`src/rtl/billiard_pkg.sv`:
```
// rtl/billiard_pkg.sv - shared launcher types, angle limit and 91-entry sine table
package billiard_pkg;

    localparam int LAUNCH_VEL_W = 11;

    typedef logic signed [LAUNCH_VEL_W-1:0] vel_t;

    typedef enum logic [2:0] {
        ST_IDLE,
        ST_LOOKUP,
        ST_SCALE,
        ST_OFFER,
        ST_COOLDOWN
    } launcher_state_e;

    localparam logic [9:0] ANGLE_MAX = 10'd359;

    // round(256*sin(k deg)), k = 0..90
    localparam logic [8:0] SIN_TABLE [0:90] = '{
        9'd0,   9'd4,   9'd9,   9'd13,  9'd18,  9'd22,  9'd27,  9'd31,  9'd36,  9'd40,
        9'd44,  9'd49,  9'd53,  9'd58,  9'd62,  9'd66,  9'd71,  9'd75,  9'd79,  9'd83,
        9'd88,  9'd92,  9'd96,  9'd100, 9'd104, 9'd108, 9'd112, 9'd116, 9'd120, 9'd124,
        9'd128, 9'd132, 9'd136, 9'd139, 9'd143, 9'd147, 9'd150, 9'd154, 9'd158, 9'd161,
        9'd165, 9'd168, 9'd171, 9'd175, 9'd178, 9'd181, 9'd184, 9'd187, 9'd190, 9'd193,
        9'd196, 9'd199, 9'd202, 9'd204, 9'd207, 9'd210, 9'd212, 9'd215, 9'd217, 9'd219,
        9'd222, 9'd224, 9'd226, 9'd228, 9'd230, 9'd232, 9'd234, 9'd236, 9'd237, 9'd239,
        9'd241, 9'd242, 9'd243, 9'd245, 9'd246, 9'd247, 9'd248, 9'd249, 9'd250, 9'd251,
        9'd252, 9'd253, 9'd254, 9'd254, 9'd255, 9'd255, 9'd255, 9'd256, 9'd256, 9'd256,
        9'd256
    };

endpackage

```
`src/rtl/trig_quadrant_lut.sv`:
```
// rtl/trig_quadrant_lut.sv - quadrant fold of a 0..359 degree angle onto the sine table
module trig_quadrant_lut
    import billiard_pkg::*;
(
    input  logic [9:0] angle,
    output logic [8:0] sin_mag,
    output logic [8:0] cos_mag,
    output logic       sin_neg,
    output logic       cos_neg
);

    logic [6:0] b;
    logic [6:0] s_idx;
    logic [6:0] c_idx;

    always_comb begin
        b       = '0;
        s_idx   = '0;
        c_idx   = '0;
        sin_neg = 1'b0;
        cos_neg = 1'b0;
        if (angle < 10'd90) begin
            b     = 7'(angle);
            s_idx = b;
            c_idx = 7'd90 - b;
        end else if (angle < 10'd180) begin
            b       = 7'(angle - 10'd90);
            s_idx   = 7'd90 - b;
            c_idx   = b;
            cos_neg = 1'b1;
        end else if (angle < 10'd270) begin
            b       = 7'(angle - 10'd180);
            s_idx   = b;
            c_idx   = 7'd90 - b;
            sin_neg = 1'b1;
            cos_neg = 1'b1;
        end else begin
            b       = 7'(angle - 10'd270);
            s_idx   = 7'd90 - b;
            c_idx   = b;
            sin_neg = 1'b1;
        end
        sin_mag = SIN_TABLE[s_idx];
        cos_mag = SIN_TABLE[c_idx];
    end

endmodule

```
`src/rtl/cue_launcher.sv`:
```
// rtl/cue_launcher.sv - strike/angle/power to cue-ball velocity offer; CUE_LAUNCHER_SHOT_COUNT_EN enables shot_count
module cue_launcher
    import billiard_pkg::*;
#(
    parameter int MIN_SPEED       = 16,
    parameter int SPEED_STEP      = 4,
    parameter int POWER_MAX       = 100,
    parameter int COOLDOWN_FRAMES = 2,
    parameter int VEL_W           = 11
) (
    input  logic                    clk,
    input  logic                    resetN,
    input  logic                    startOfFrame,
    input  logic                    strike,
    input  logic [9:0]              angle,
    input  logic [7:0]              power,
    input  logic                    vel_ready,
    output logic                    vel_valid,
    output logic signed [VEL_W-1:0] velX,
    output logic signed [VEL_W-1:0] velY,
    output logic                    busy,
    output logic                    angle_err,
    output logic [7:0]              shot_count
);

    localparam logic [7:0] POWER_CAP = 8'(POWER_MAX);
    localparam logic [7:0] COOL_INIT = 8'(COOLDOWN_FRAMES);

    launcher_state_e state_q, state_d;
    logic [9:0]       angle_q, angle_d;
    logic [7:0]       power_q, power_d;
    logic [8:0]       sin_mag_q, sin_mag_d, cos_mag_q, cos_mag_d;
    logic             sin_neg_q, sin_neg_d, cos_neg_q, cos_neg_d;
    logic [VEL_W-1:0] velx_q, velx_d, vely_q, vely_d;
    logic             vel_valid_q, vel_valid_d;
    logic             angle_err_q, angle_err_d;
    logic [7:0]       cool_q, cool_d;

    logic [8:0]       lut_sin_mag, lut_cos_mag;
    logic             lut_sin_neg, lut_cos_neg;
    logic [15:0]      speed;
    logic [24:0]      prod_x, prod_y;
    logic [VEL_W-1:0] mag_x, mag_y;
    logic             handshake;

    trig_quadrant_lut u_lut (
        .angle   (angle_q),
        .sin_mag (lut_sin_mag),
        .cos_mag (lut_cos_mag),
        .sin_neg (lut_sin_neg),
        .cos_neg (lut_cos_neg)
    );

    // Magnitudes are scaled unsigned and the sign applied afterwards, so quadrants mirror exactly
    always_comb begin
        speed  = 16'(MIN_SPEED) + 16'(power_q) * 16'(SPEED_STEP);
        prod_x = 25'(speed) * 25'(cos_mag_q);
        prod_y = 25'(speed) * 25'(sin_mag_q);
        mag_x  = VEL_W'(prod_x >> 8);
        mag_y  = VEL_W'(prod_y >> 8);
    end

    assign handshake = (state_q == ST_OFFER) && vel_valid_q && vel_ready;

    always_comb begin
        state_d     = state_q;
        angle_d     = angle_q;
        power_d     = power_q;
        sin_mag_d   = sin_mag_q;
        cos_mag_d   = cos_mag_q;
        sin_neg_d   = sin_neg_q;
        cos_neg_d   = cos_neg_q;
        velx_d      = velx_q;
        vely_d      = vely_q;
        vel_valid_d = vel_valid_q;
        angle_err_d = 1'b0;
        cool_d      = cool_q;
        case (state_q)
            ST_IDLE: begin
                if (strike) begin
                    if (angle <= ANGLE_MAX) begin
                        angle_d = angle;
                        power_d = (power > POWER_CAP) ? POWER_CAP : power;
                        state_d = ST_LOOKUP;
                    end else begin
                        angle_err_d = 1'b1;
                    end
                end
            end
            ST_LOOKUP: begin
                sin_mag_d = lut_sin_mag;
                cos_mag_d = lut_cos_mag;
                sin_neg_d = lut_sin_neg;
                cos_neg_d = lut_cos_neg;
                state_d   = ST_SCALE;
            end
            ST_SCALE: begin
                velx_d      = cos_neg_q ? ('0 - mag_x) : mag_x;
                vely_d      = sin_neg_q ? ('0 - mag_y) : mag_y;
                vel_valid_d = 1'b1;
                state_d     = ST_OFFER;
            end
            ST_OFFER: begin
                if (handshake) begin
                    vel_valid_d = 1'b0;
                    cool_d      = COOL_INIT;
                    state_d     = ST_COOLDOWN;
                end
            end
            ST_COOLDOWN: begin
                if (cool_q == 8'd0) begin
                    state_d = ST_IDLE;
                end else if (startOfFrame) begin
                    cool_d = cool_q - 8'd1;
                    if (cool_q == 8'd1) begin
                        state_d = ST_IDLE;
                    end
                end
            end
            default: state_d = ST_IDLE;
        endcase
    end

    always_ff @(posedge clk) begin
        if (!resetN) begin
            state_q     <= ST_IDLE;
            angle_q     <= '0;
            power_q     <= '0;
            sin_mag_q   <= '0;
            cos_mag_q   <= '0;
            sin_neg_q   <= 1'b0;
            cos_neg_q   <= 1'b0;
            velx_q      <= '0;
            vely_q      <= '0;
            vel_valid_q <= 1'b0;
            angle_err_q <= 1'b0;
            cool_q      <= '0;
        end else begin
            state_q     <= state_d;
            angle_q     <= angle_d;
            power_q     <= power_d;
            sin_mag_q   <= sin_mag_d;
            cos_mag_q   <= cos_mag_d;
            sin_neg_q   <= sin_neg_d;
            cos_neg_q   <= cos_neg_d;
            velx_q      <= velx_d;
            vely_q      <= vely_d;
            vel_valid_q <= vel_valid_d;
            angle_err_q <= angle_err_d;
            cool_q      <= cool_d;
        end
    end

`ifdef CUE_LAUNCHER_SHOT_COUNT_EN
    logic [7:0] shot_count_q, shot_count_d;

    always_comb begin
        shot_count_d = handshake ? (shot_count_q + 8'd1) : shot_count_q;
    end

    always_ff @(posedge clk) begin
        if (!resetN) begin
            shot_count_q <= '0;
        end else begin
            shot_count_q <= shot_count_d;
        end
    end

    assign shot_count = shot_count_q;
`else
    assign shot_count = 8'd0;
`endif

    assign vel_valid = vel_valid_q;
    assign velX      = velx_q;
    assign velY      = vely_q;
    assign busy      = (state_q != ST_IDLE);
    assign angle_err = angle_err_q;

endmodule

```
`config.mk`:
```
export PLATFORM = sky130hd
export DESIGN_NAME = cue_launcher
export DESIGN_NICKNAME = d
export VERILOG_FILES = /design/src/rtl/billiard_pkg.sv /design/src/rtl/trig_quadrant_lut.sv /design/src/rtl/cue_launcher.sv
export SDC_FILE = /design/constraint.sdc
export NUM_CORES = 1
export LEC_CHECK = 0
export CAP_MARGIN = 20
export CORE_AREA = 2 2 160 225
export CTS_CLUSTER_DIAMETER = 120
export DETAILED_ROUTE_END_ITERATION = 10
export DIE_AREA = 0 0 162 227
export PLACE_DENSITY = 0.56
export SETUP_SLACK_MARGIN = 0.5
export SLEW_MARGIN = 20
export SYNTH_ARGS = -nofsm -noshare
export SYNTH_HDL_FRONTEND = slang
export SYNTH_SLANG_ARGS = --single-unit
```
`constraint.sdc`:
```
create_clock -name clk -period 8.1 [get_ports clk]
set_input_delay 2.025 -clock clk [delete_from_list [all_inputs] [get_ports clk]]
set_output_delay 2.025 -clock clk [all_outputs]
set_load 0.1 [all_outputs]
```
== Word level (Yosys, flattened, before mapping) ==
Memories as Yosys holds them, arrays and structs flattened. A register that Yosys moved wholly into a read port is not among the register bits.
Index checks and enable logic that the tools add are counted.
Storage, ports and cells
  register bits: 55
  input port bits: 23
  memories: 2
  bits in read-only memories: 2304
  output and inout port bits: 33
  word-level logic and storage cells: 86
Memories
  (name not given): words 128, width 9, read ports 1, clocked after memory_dff 1, wr ports 0, RTL line trig_quadrant_lut.sv:43  | sin_mag = SIN_TABLE[s_idx];
  (name not given): words 128, width 9, read ports 1, clocked after memory_dff 1, wr ports 0, RTL line trig_quadrant_lut.sv:44  | cos_mag = SIN_TABLE[c_idx];
Operators by class
  $mul: 2
  bitwise gates (word level): 2
  magnitude comparators: 5
  $add $sub $neg: 11
  muxes and demuxes: 28
  eq/ne operators: 12
  reductions and logical operators: 14
Operators with widths (count)
  $mux W7: 6
  $mul A11 B9 Y19: 2
  $mux W8: 4
  $sub A7 B7 Y7 const A: 4
  $mux W11: 2
  $sub A1 B11 Y11 const A: 2
  $mux W3: 6
  $not A7 Y8: 2
  $pmux W8 S2: 1
  $pmux W3 S5: 1
  $add A5 B10 Y11 const A: 1
  $le A10 B9 Y1 const B: 1
  $lt A10 B7 Y1 const B: 1
  $lt A10 B8 Y1 const B: 1
  $lt A10 B9 Y1 const B: 1
  $ne A2 B2 Y1 const B: 5
  $eq A8 B1 Y1 const B: 1
  $gt A8 B7 Y1 const B: 1
  $logic_not A8 Y1: 1
  $sub A8 B1 Y8 const B: 1
  $mux W1: 7
  $sub A7 B4 Y7 const B: 1
  $sub A7 B6 Y7 const B: 1
  $sub A7 B7 Y7 const B: 1
  14 further kinds: 20

== Logic depth before layout (Yosys ltp) ==
Gate-level depths: netlist (run 1).
  depth after elaboration: 6
  mapped depth: 26
  gate-level depth less buffers: 24

== Cells and area by module ==
A second synthesis (run 1) with hierarchy kept.
Unflattened totals
  cells, all modules: 1494
  area, all modules: 11642.4 sq um
Modules (own cells, without submodules)
  cue_launcher: cells an instance 1004, sequential area each 1461.4 sq um, area an instance 8329.2 sq um, times used 1
  trig_quadrant_lut: cells an instance 490, sequential area each 0.0 sq um, area an instance 3313.2 sq um, times used 1

== Worst setup path before layout (run 1) ==
Ideal clock, no wire load.
  path type: register to register
  start: register power_q[2]
  end: register vely_q[10], in the netlist velY[10]
  cell stages (with the launch flop): 27
  required time: 8.029 ns
  setup time: 0.071 ns
  data arrival time: 6.215 ns
  slack: 1.814 ns
  buffers on the path: 2
  period minus slack after synthesis: 6.286 ns
  path through: dfxtp_1 clkbuf_1 nand3_1 xnor2_1 clkbuf_1 nand2_1 fa_1 fa_1 inv_1 ha_1 inv_1 fa_1 inv_1 ha_1 nand4bb_1 o21ba_2 o21bai_1 xnor2_1 ha_1 or4b_2 a22oi_1 a41oi_1 nor2_1 o211ai_1 nand2_1 xnor3_1 a21oi_1
Between the ends
  longest elaborated chain between the ends: 4
Ends and longest elaborated chain
  from (decl): RTL line cue_launcher.sv:31  | logic [7:0] power_q, power_d;
  from (signal assigned): RTL line cue_launcher.sv:141  | power_q <= power_d;
  $add A5 B10 Y11 (*): RTL line cue_launcher.sv:56  | speed = 16'(MIN_SPEED) + 16'(power_q) * 16'(SPEED_STEP);
  $mul A11 B9 Y19 (*): RTL line cue_launcher.sv:58  | prod_y = 25'(speed) * 25'(sin_mag_q);
  $sub A1 B11 Y11: RTL line cue_launcher.sv:99  | vely_d = sin_neg_q ? ('0 - mag_y) : mag_y;
  $mux W11 (*): RTL line cue_launcher.sv:99
  to (signal assigned): RTL line cue_launcher.sv:147  | vely_q <= vely_d;
  to (decl): RTL line cue_launcher.sv:34  | logic [VEL_W-1:0] velx_q, velx_d, vely_q, vely_d;
Every way passes the cells marked *; elsewhere a longest branch is shown, timed or not.
A chain may end at the register's enable or synchronous reset.

== Worst setup path in the final report (run 1) ==
Ends and elaborated chain as after synthesis.

==> results of run 1 <==
## worst reg2reg max path: stages, from the launching register on
cell       delay [ns]
dfxtp_1          0.56
ha_1             0.26
xor2_1           0.15
buf_4            0.23
nand2_1          0.11
fa_1             0.50
fa_1             0.52
inv_1            0.04
ha_1             0.26
inv_1            0.05
fa_1             0.53
inv_1            0.04
ha_1             0.27
nand4bb_1        0.18
o21ba_2          0.30
o21bai_1         0.15
xnor2_1          0.16
ha_1             0.24
or4b_2           0.59
a22oi_1          0.16
a41oi_1          0.09
nor2_1           0.27
o211ai_1         0.13
nand2_1          0.09
xnor3_1          0.38
a21oi_1          0.14
## synthesized netlist by cell type, drive strengths merged (4+ instances only)
cell type,count
nand4b,6
mux2i,20
a311oi,6
and3,11
fa,96
nor4,7
o31ai,9
a21oi,83
nand2b,15
nor2b,20
inv,157
buf,42
xor2,20
or2,6
a32oi,4
a211oi,28
clkbuf,68
o22a,4
o22ai,12
o21a,12
a22oi,9
dfxtp,73
o311ai,7
nand4,12
ha,98
o21ai,66
xnor2,48
a21o,14
a2111oi,7
a221oi,5
nand2,175
a211o,9
nor2,112
o32ai,5
and2,80
or3,11
nor3,42
nand3,29
a311o,6
o221ai,5
o211ai,13
a31oi,8
## flip-flops by register name (all words and copies together), names as in the netlist
register / cells
angle_q: 10
vel_valid: 1
sin_neg_q: 1
angle_err: 1
cos_mag_q: 9
cos_neg_q: 1
power_q: 8
state_q: 3
velX: 11
cool_q: 8
sin_mag_q: 9
velY: 11
## per-stage QoR
step	utilization [%]	power, W	area [um2]	hold WS (ns)	worst slack [ns]
2_1_floorplan	-	0.001033	11690	0.4707	1.814
3_3_place_gp	35.65	0.001205	12360	0.4400	1.768
3_5_place_dp	35.65	0.001210	12360	0.4477	1.631
4_1_cts	36.44	0.001604	12630	0.4553	1.600
5_1_grt	36.44	0.001699	12630	0.4812	1.129
6_report	36.44	0.001591	12630	0.4505	1.632
## metal layers
layer  vias up  share of wire (%)  track usage [%]
met2       249                 53            34.12
met4         0                3.0            6.337
met3        58                2.9            1.640
met1      5087                 41            21.08
li1       5115                  -                -
met5         -                  0                0
## cells by family (layout without fill, tap and decap cells)
| logic type | count (synthesis) | after routing |
|---|---|---|
| AO/OA/AOI/OAI | 346 | 346 |
| XOR/XNOR | 69 | 69 |
| adder cells (fa/ha/maj) | 195 | 195 |
| buffers and inverters | 269 | 240 |
| flip-flops | 73 | 73 |
| multiplexers | 23 | 23 |
| other | 1 | 8 |
| AND/OR/NAND/NOR | 544 | 544 |
## power by group through the flow
stage | clock network (W) | logic (W) | registers (W)
floorplan | 0 | 0.000547 | 0.000487
global placement | 0 | 0.000751 | 0.000455
detailed placement | 0 | 0.000755 | 0.000455
CTS | 0.000398 | 0.000759 | 0.000447
global route | 0.000408 | 0.000837 | 0.000454
finish | 0.000383 | 0.000760 | 0.000448
## final cells by class
| cell class | count | area share (%) |
|---|---|---|
| Multi-Input combinational cell | 1185 | 72.24 |
| Sequential cell | 73 | 11.57 |
| Timing Repair Buffer | 65 | 4.795 |
| Inverter | 159 | 4.726 |
| Tap cell | 456 | 4.518 |
| Clock buffer | 10 | 1.813 |
| Clock inverter | 6 | 0.3368 |
## final timing paths
| check | cells after the start | end |
|---|---|---|
| max | 25 | velY[10]$_SDFFE_PN0P_ |
| min | 2 | velY[2]$_SDFFE_PN0P_ |
| max reg2reg | 25 | velY[10]$_SDFFE_PN0P_ |
| min reg2reg | 2 | velY[2]$_SDFFE_PN0P_ |
==> summary.txt, run 1 <==
Critical path
  – Startpoint Class: register
  – Required @ worst endpoint: about 8.4 ns
  – Critical path class: reg2reg
  – Delay-heaviest family, CP: adder cells
  – Critical path origin: power_q[2]$_SDFFE_PN0P_
  – Worst reg2reg setup slack: 1.63 ns
  – Slowest-stage cell, CP: or4b_2
  – Most used cell, CP: ha_1
  – CP max stage delay: 0.59 ns
  – Crit end category: register
  – Critical R2R Launch: power_q[2]$_SDFFE_PN0P_
  – CP arrival: about 6.7 ns
  – CP bufs+invs: 4
  – Worst-path maximum fanout: 18

Logic synthesis
  – Unique masters post-synth: 94
  – Post-synthesis cell count: 1520
  – Yosys reg bits: 73
  – Largest family of logic cells by synthesized area: adder cells
  – XOR/XNOR Fraction of Synth Area: 5.299%
  – Top FF cell, synth: dfxtp_1
  – Post-synth EDFFs: 0
  – Synth warn: 0
  – Adder-cell share of the synthesized area: 27.08%
  – Main area contributors after synthesis: fa_1 16%, dfxtp_1 13%, ha_1 11%
  – Synthesized area: about 12000 um2
  – Post-Synth Simple-Gate Area: 22.88%
  – Post-synthesis compound-gate area fraction: roughly 21%
  – Fraction of registers with async set/reset: 0%
  – Seq/Total Area, Yosys: 12.53%
  – Mux contribution to synthesized area: 2.006%
  – Synth top area share: 16.48%
  – Yosys top cell by area: fa_1
  – Syn Area/Cell: 7.673 um2

Power and ir drop
  – Pint: 0.0008568 W
  – VDD IR-drop max: between 0.00006 and 0.00007 V
  – Clock power frac: 24.1%
  – NetSw: 0.0007338 W
  – Leakage: 5.578 nW
  – Power Density: approximately 130 nW/um2
  – Register share of total power: 28.2%
  – Combinational Power Share: 47.8%
  – Sw Ratio: roughly 46%

Timing
  – Layout Skew: 0.01423 ns
  – Max Clk Rate: 0.1546 GHz
  – Final Setup Violations: 0
  – Final min period: 6.468 ns
  – Max-slew violations: 0
  – Hold Violations, Final: 0
  – Fin Setup TNS: 0 ns
  – Max transition margin: between 20% and 30%
  – Worst-Margin Slew: 1.054 ns
  – Tcrit/Tclk final: between 70% and 80%
  – RSZ-0062 raised after global routing: no

GRT
  – Vias in the first global route: 10510
  – Total GRT Usage: 18.03%
  – First-pass GRT wire length: 53950 um
  – Initial antenna violation count: 0
  – Largest net degree at the start of global routing: 43
  – Total congestion overflow: 0

Layout
  – Fill cells: between 3000 and 4000
  – Commonest cells after routing, fill and taps aside: 175 x nand2_1, 153 x inv_1, 111 x nor2_1, 98 x ha_1, 96 x fa_1
  – Non-filler cells, final: 1954
  – Footprint of the multi-input gates: 9124 um2
  – Commonest non-fill, non-tap cell in the layout: nand2_1
  – Sequential Area: between 1000 and 1500 um2
  – Area grow syn2layout: 8.281%
  – Diodes inserted: 0
  – Layout net count: 1710
  – Layout cells sized above 1: 4.473%

Die
  – Die area: approximately 37000 um2
  – Die W: between 150 and 200 um
  – Starting Density: 33.65%
  – Core area: 34660 um2
  – Die Ht: around 230 um
  – Num ports: 56
  – # rows: 81

Min path
  – HP Class: reg2reg
  – Hold path start: velY[2]$_SDFFE_PN0P_

Routing
  – Drt first pass iters: 5
  – Remaining antenna violation count: 0
  – DR DRC count: 0
  – Via density: 5.378
  – DR vias: 10510
  – DR WL/cell: 16.77 um
  – DRT iter0 DRCs: 605
  – Routed WL: about 33000 um

CTS
  – Clk pin slew, worst setup/hold paths: 0.06 ns
  – Root buf cell: clkbuf_16
  – CTS max path bufs: 2
  – Clk sink count: 73
  – Hold_buf cts: 0
  – CTS resizes: 0
  – Post-CTS Setup Bufs: 0
  – TritonCTS clock tree: yes
  – Skew-Pair Late Insertion Delay: 0.35 ns
  – Clock H-tree levels: 3
  – Inserted Clock Buffers: 9

Placed design
  – Placed Cells: between 1500 and 2000
  – IO Port Bufs: 47
  – GPL Wtd Cong: 0.9201
  – HPWL after DPL: 25190 um

Run
  – Max-cap check violation count: 0

Outcome
  – Status: finished, final reports clean
(Power assumes the default switching activity.)
==> inputs of run 2 (changes only) <==
clock period = 6 ns   (was 8.1 ns; I/O delays follow)
==> summary.txt, run 2 (same netlist as run 1, synthesis figures left out) <==
Outcome
  – Status: finished, final reports clean

GRT
  – Busiest grt layer: met2
  – Met1 Resource Use GR: between 20% and 30%
  – Largest net degree at the start of global routing: 34
  – Initial antenna violation count: 0
  – First-pass GRT wire length: 54840 um
  – Total GRT Usage: 18.28%
  – M3 GR Usage: ~1.8%
  – Vias in the first global route: 10620
  – Met2 track demand over resource: 33.60%
  – Total congestion overflow: 0

Timing
  – Setup slack after layout: 0.4151 ns
  – Worst-Margin Slew: 1.070 ns
  – Final min period: roughly 5.6 ns
  – Tcrit/Tclk final: 93.08%
  – Layout Skew: 0.01221 ns
  – Max-slew violations: 0
  – Final Setup Violations: 0
  – Max Clk Rate: roughly 0.18 GHz
  – Max transition margin: 28.16%
  – Hold Violations, Final: 0
  – RSZ-0062 raised after global routing: yes

CTS
  – Skew-Pair Late Insertion Delay: 0.37 ns
  – Clock H-tree levels: 3
  – TritonCTS clock tree: yes
  – CTS max path bufs: 2
  – Clk sink count: 73
  – Inserted Clock Buffers: 9
  – Clk pin slew, worst setup/hold paths: 0.07 ns
  – Hold_buf cts: 0
  – Root buf cell: clkbuf_16

Min path
  – Hold path start: velY[2]$_SDFFE_PN0P_
  – HP Class: reg2reg
  – Hold Path Sink: velY[2]$_SDFFE_PN0P_
  – Worst Hold Depth: 2

Layout
  – Commonest cells after routing, fill and taps aside: 168 x nand2_1, 148 x inv_1, 107 x nor2_1, 94 x fa_1, 82 x ha_1
  – Commonest non-fill, non-tap cell in the layout: nand2_1
  – Diodes inserted: 0
  – Layout net count: 1772
  – Finished Core Util: about two fifths
  – Layout cells sized above 1: 13.46%
  – Area grow syn2layout: 18.59%

Routing
  – Via density: about 5.4
  – DR WL/cell: 16.70 um
  – Remaining antenna violation count: 0
  – DR vias: 10830
  – DR DRC count: 0
  – Routed WL: 33670 um
  – DRT iter0 DRCs: 665
  – Drt first pass iters: 5

Critical path
  – CP arrival: 5.84 ns
  – Worst reg2reg setup slack: 0.42 ns
  – Most used cell, CP: fa_1
  – CP max stage delay: between 0.5 and 0.6 ns
  – Slowest-stage cell, CP: fa_1
  – Worst r2r dst: velX[6]$_SDFFE_PN0P_
  – Worst R2R Path Depth: 27
  – Startpoint Class: register
  – Worst-path maximum fanout: 4
  – Required @ worst endpoint: 6.26 ns
  – Crit end category: register
  – Critical path class: reg2reg
  – Critical R2R Launch: power_q[3]$_SDFFE_PN0P_

Die
  – Starting Density: 33.65%
  – # rows: ~80
  – Die area: 36770 um2
  – Die Ht: roughly 230 um
  – Die W: 162 um
  – Core area: about 35000 um2
  – Num ports: 56

Power and ir drop
  – Sw Ratio: 44.26%
  – Clock power frac: between 20% and 30%
  – Combinational Power Share: between 40% and 50%
  – Power Density: 174.1 nW/um2
  – Register share of total power: around 25%
  – Leakage: ~6 nW
  – VDD IR-drop max: ~0.00013 V
  – Pint: 0.001343 W
  – NetSw: between 0.001 and 0.0015 W

Placed design
  – IO Port Bufs: 47
  – GPL Wtd Cong: 0.8947
  – Worst slack, placed: -0.01324 ns
  – HPWL after DPL: 25110 um

Run
  – Max-cap check violation count: 0
==> run 2: what timing repair did <==
item / CTS / global route
pin swaps: 27 / 60
setup endpoints to repair: 12 / 11
gates resized for setup: 43 / 63
buffers inserted: 31 / 18
==> run 2: power by group through the flow <==
| stage | Combinational, W | Sequential [W] | Clock [W] |
|---|---|---|---|
| floorplan | 0.000750 | 0.000659 | 0 |
| global placement | 0.00103 | 0.000609 | 0 |
| detailed placement | 0.00104 | 0.000610 | 0 |
| CTS | 0.00111 | 0.000599 | 0.000641 |
| global route | 0.00130 | 0.000608 | 0.000655 |
| finish | 0.00118 | 0.000601 | 0.000626 |
==> run 2: per-layer routing <==
layer  part of all wire, %  up-vias
met4                   2.4        0
met1                    43     5258
met2                    52      260
li1                      -     5255
met5                     0        -
met3                   3.2       55
==> run 2: layout make-up <==
cell class                 count  area [um2]
multi-input combinational   1185        9691
tap                          456       570.5
inverter                     159       596.8
sequential                    73        1478
timing repair buffer         127        1169
clock buffer                   9       225.2
fill                        3553       20830
clock inverter                 7       102.6
==> run 2: worst max-delay path by stage <==
stage	startpoint	endpoint	slack (ns)
2_1_floorplan	power_q[2]$_SDFFE_PN0P_	velY[8]$_SDFFE_PN0P_	0.44
3_3_place_gp	power_q[2]$_SDFFE_PN0P_	velY[9]$_SDFFE_PN0P_	0.11
3_5_place_dp	power_q[2]$_SDFFE_PN0P_	velY[8]$_SDFFE_PN0P_	-0.01
4_1_cts	power_q[3]$_SDFFE_PN0P_	velY[10]$_SDFFE_PN0P_	0.41
5_1_grt	power_q[3]$_SDFFE_PN0P_	velX[6]$_SDFFE_PN0P_	0.12
6_report	power_q[3]$_SDFFE_PN0P_	velX[6]$_SDFFE_PN0P_	0.42
==> run 2: stage by stage <==
step	cells	setup TNS, ns	cell area [um2]	hold WS [ns]	total power [W]
3_3_place_gp	1951	0	12600	0.4428	0.001643
5_1_grt	2016	0	13830	0.4815	0.002560
3_5_place_dp	1951	-0.01324	12600	0.4445	0.001649
4_1_cts	1998	0	13370	0.4535	0.002352
2_1_floorplan	1527	0	11880	0.4707	0.001409
6_report	2016	0	13830	0.4494	0.002409
==> run 2: critical path: cells and delay by family (launching register included) <==
family / cells / cell delay, ns
compound gates: 6 / 1.17
xor+xnor: 2 / 0.46
fa+ha+maj: 6 / 2.25
buf+inv: 7 / 0.57
flops: 1 / 0.37
mux: 1 / 0.11
simple gates: 5 / 0.58
==> inputs of run 3 (changes only) <==
PLACE_DENSITY = 0.58   (was 0.56)
clock period = 5 ns   (was 6 ns; I/O delays follow)
==> summary.txt, run 3 (same netlist as run 1, synthesis figures left out) <==
Routing
  – Routed WL: between 30000 and 40000 um
  – Remaining antenna violation count: 0
  – DR WL/cell: 16.11 um
  – DR vias: approximately 11000
  – DRT iter0 DRCs: around 550
  – DR DRC count: 0
  – Via density: 5.321
  – Drt first pass iters: 6

CTS
  – Inserted Clock Buffers: 9
  – TritonCTS clock tree: yes
  – CTS max path bufs: 2
  – Skew-Pair Late Insertion Delay: 0.36 ns
  – Hold_buf cts: 0
  – Clk pin slew, worst setup/hold paths: 0.07 ns
  – Clk sink count: 73
  – Root buf cell: clkbuf_16
  – Clock H-tree levels: 3

Critical path
  – Worst setup path endpoint: velX[10]$_SDFFE_PN0P_
  – Crit end category: register
  – Startpoint Class: register
  – Critical R2R Launch: power_q[3]$_SDFFE_PN0P_
  – Required @ worst endpoint: 5.24 ns
  – Worst R2R Path Depth: 20
  – Worst-path maximum fanout: 6
  – Critical path origin: power_q[3]$_SDFFE_PN0P_
  – Worst r2r dst: velX[10]$_SDFFE_PN0P_
  – Worst reg2reg setup slack: -0.30 ns
  – CP arrival: 5.54 ns
  – Critical path class: reg2reg

Die
  – # rows: 81
  – Die area: 36770 um2
  – Starting Density: about a third
  – Die Ht: around 230 um
  – Core area: 34660 um2
  – Die W: 162 um
  – Num ports: 56

GRT
  – First-pass GRT wire length: roughly 56000 um
  – Largest net degree at the start of global routing: 34
  – Total congestion overflow: 0
  – Total GRT Usage: 18.67%
  – Vias in the first global route: 11360
  – Initial antenna violation count: 0

Timing
  – Final Setup Violations: 12
  – Max Clk Rate: about 0.19 GHz
  – Setup slack after layout: -0.3010 ns
  – Max transition margin: 29.70%
  – Final min period: 5.301 ns
  – Worst-Margin Slew: 1.055 ns
  – Hold Violations, Final: 0
  – Layout Skew: between 0.01 and 0.015 ns
  – RSZ-0062 raised after global routing: yes
  – Max-slew violations: 0
  – Tcrit/Tclk final: 106.0%
  – Worst Hold Margin: 0.4552 ns

Layout
  – Commonest non-fill, non-tap cell in the layout: nand2_1
  – Commonest cells after routing, fill and taps aside: 158 x nand2_1, 141 x buf_4, 138 x inv_1, 103 x nor2_1, 96 x fa_1
  – Area grow syn2layout: 25.97%
  – Fill cells: 3520
  – Layout cells sized above 1: roughly a fifth
  – Layout net count: 1859
  – Diodes inserted: 0

Min path
  – HP Class: reg2reg

Outcome
  – Status: finished with violations
  – Violated checks: negative setup slack

Power and ir drop
  – Power Density: 197.2 nW/um2
  – Total power: 0.002898 W
  – VDD IR-drop max: 0.0001486 V
  – Leakage: 6.506 nW

Run
  – Max-cap check violation count: 0

Placed design
  – HPWL after DPL: 26630 um
  – GPL Wtd Cong: 0.9262
  – IO Port Bufs: 47
[run 3: cell count changes in the layout (fill, tap and decap cells not counted), sizes merged]
cell and delta:
buf +87, bufinv -2, clkinvlp +2
[run 3: power by group]
part           switching, W  internal, W  total [W]
clock              0.000290     0.000336   0.000625
combinational      0.000938     0.000638    0.00158
sequential        0.0000700     0.000627   0.000697
total               0.00130      0.00160    0.00290
[run 3: area by class of cell]
cell class	count	area, um2	area share (%)
tap	456	570.5	3.883
sequential	73	1478	10.06
multi-input combinational	1185	9926	67.56
clock buffer	9	225.2	1.533
clock inverter	7	45.04	0.3066
inverter	159	596.8	4.062
timing repair buffer	214	1852	12.60
[run 3: repair_timing]
item / 4_1_cts / 5_1_grt
pin swaps: 42 / 32
gates resized for setup: 71 / 44
buffers inserted: 24 / 3
setup endpoints to repair: 19 / 21
[run 3: layer usage]
| layer | share of wire, % | global-route usage (%) |
|---|---|---|
| met5 | 0 | 0 |
| met4 | 4.0 | 8.364 |
| met3 | 3.6 | 2.077 |
| met2 | 52 | 35.28 |
| met1 | 40 | 20.96 |
[run 3: metrics by stage]
stage | utilization [%] | TNS, ns | std cells | cell area (um2) | setup slack, ns
2_1_floorplan | - | -2.594 | 1527 | 12170 | -0.5383
3_3_place_gp | 39.49 | -3.279 | 2060 | 13690 | -0.4433
3_5_place_dp | 39.49 | -4.402 | 2060 | 13690 | -0.5555
4_1_cts | 41.78 | -2.721 | 2100 | 14480 | -0.4151
5_1_grt | 42.39 | -5.557 | 2103 | 14690 | -0.5481
6_report | 42.39 | -2.153 | 2103 | 14690 | -0.3010
[run 3: how the worst min path moves through the flow]
stage,slack (ns),depth (start not counted),end,start
finish,0.46,2,velY[2]$_SDFFE_PN0P_,velY[2]$_SDFFE_PN0P_
CTS,0.46,2,velY[2]$_SDFFE_PN0P_,velY[2]$_SDFFE_PN0P_
global placement,0.44,2,velY[6]$_SDFFE_PN0P_,velY[6]$_SDFFE_PN0P_
global route,0.48,2,velX[2]$_SDFFE_PN0P_,velX[2]$_SDFFE_PN0P_
floorplan,0.47,2,cool_q[5]$_SDFFE_PN0P_,cool_q[5]$_SDFFE_PN0P_
detailed placement,0.45,2,velY[2]$_SDFFE_PN0P_,velY[2]$_SDFFE_PN0P_
[run 3: worst max-delay path, cell delays in order, from the launching register on]
cell and delay (ns):
dfxtp_4 0.36, ha_4 0.18, xor2_4 0.16, buf_6 0.12, buf_8 0.13, buf_6 0.12, and2_4 0.15, fa_1 0.48
fa_1 0.52, fa_1 0.54, inv_1 0.05, fa_1 0.52, inv_1 0.04, ha_2 0.16, or3_1 0.35, or3_4 0.41
a31o_4 0.27, a211oi_4 0.25, o31ai_2 0.11, xnor2_1 0.18, a21oi_1 0.07
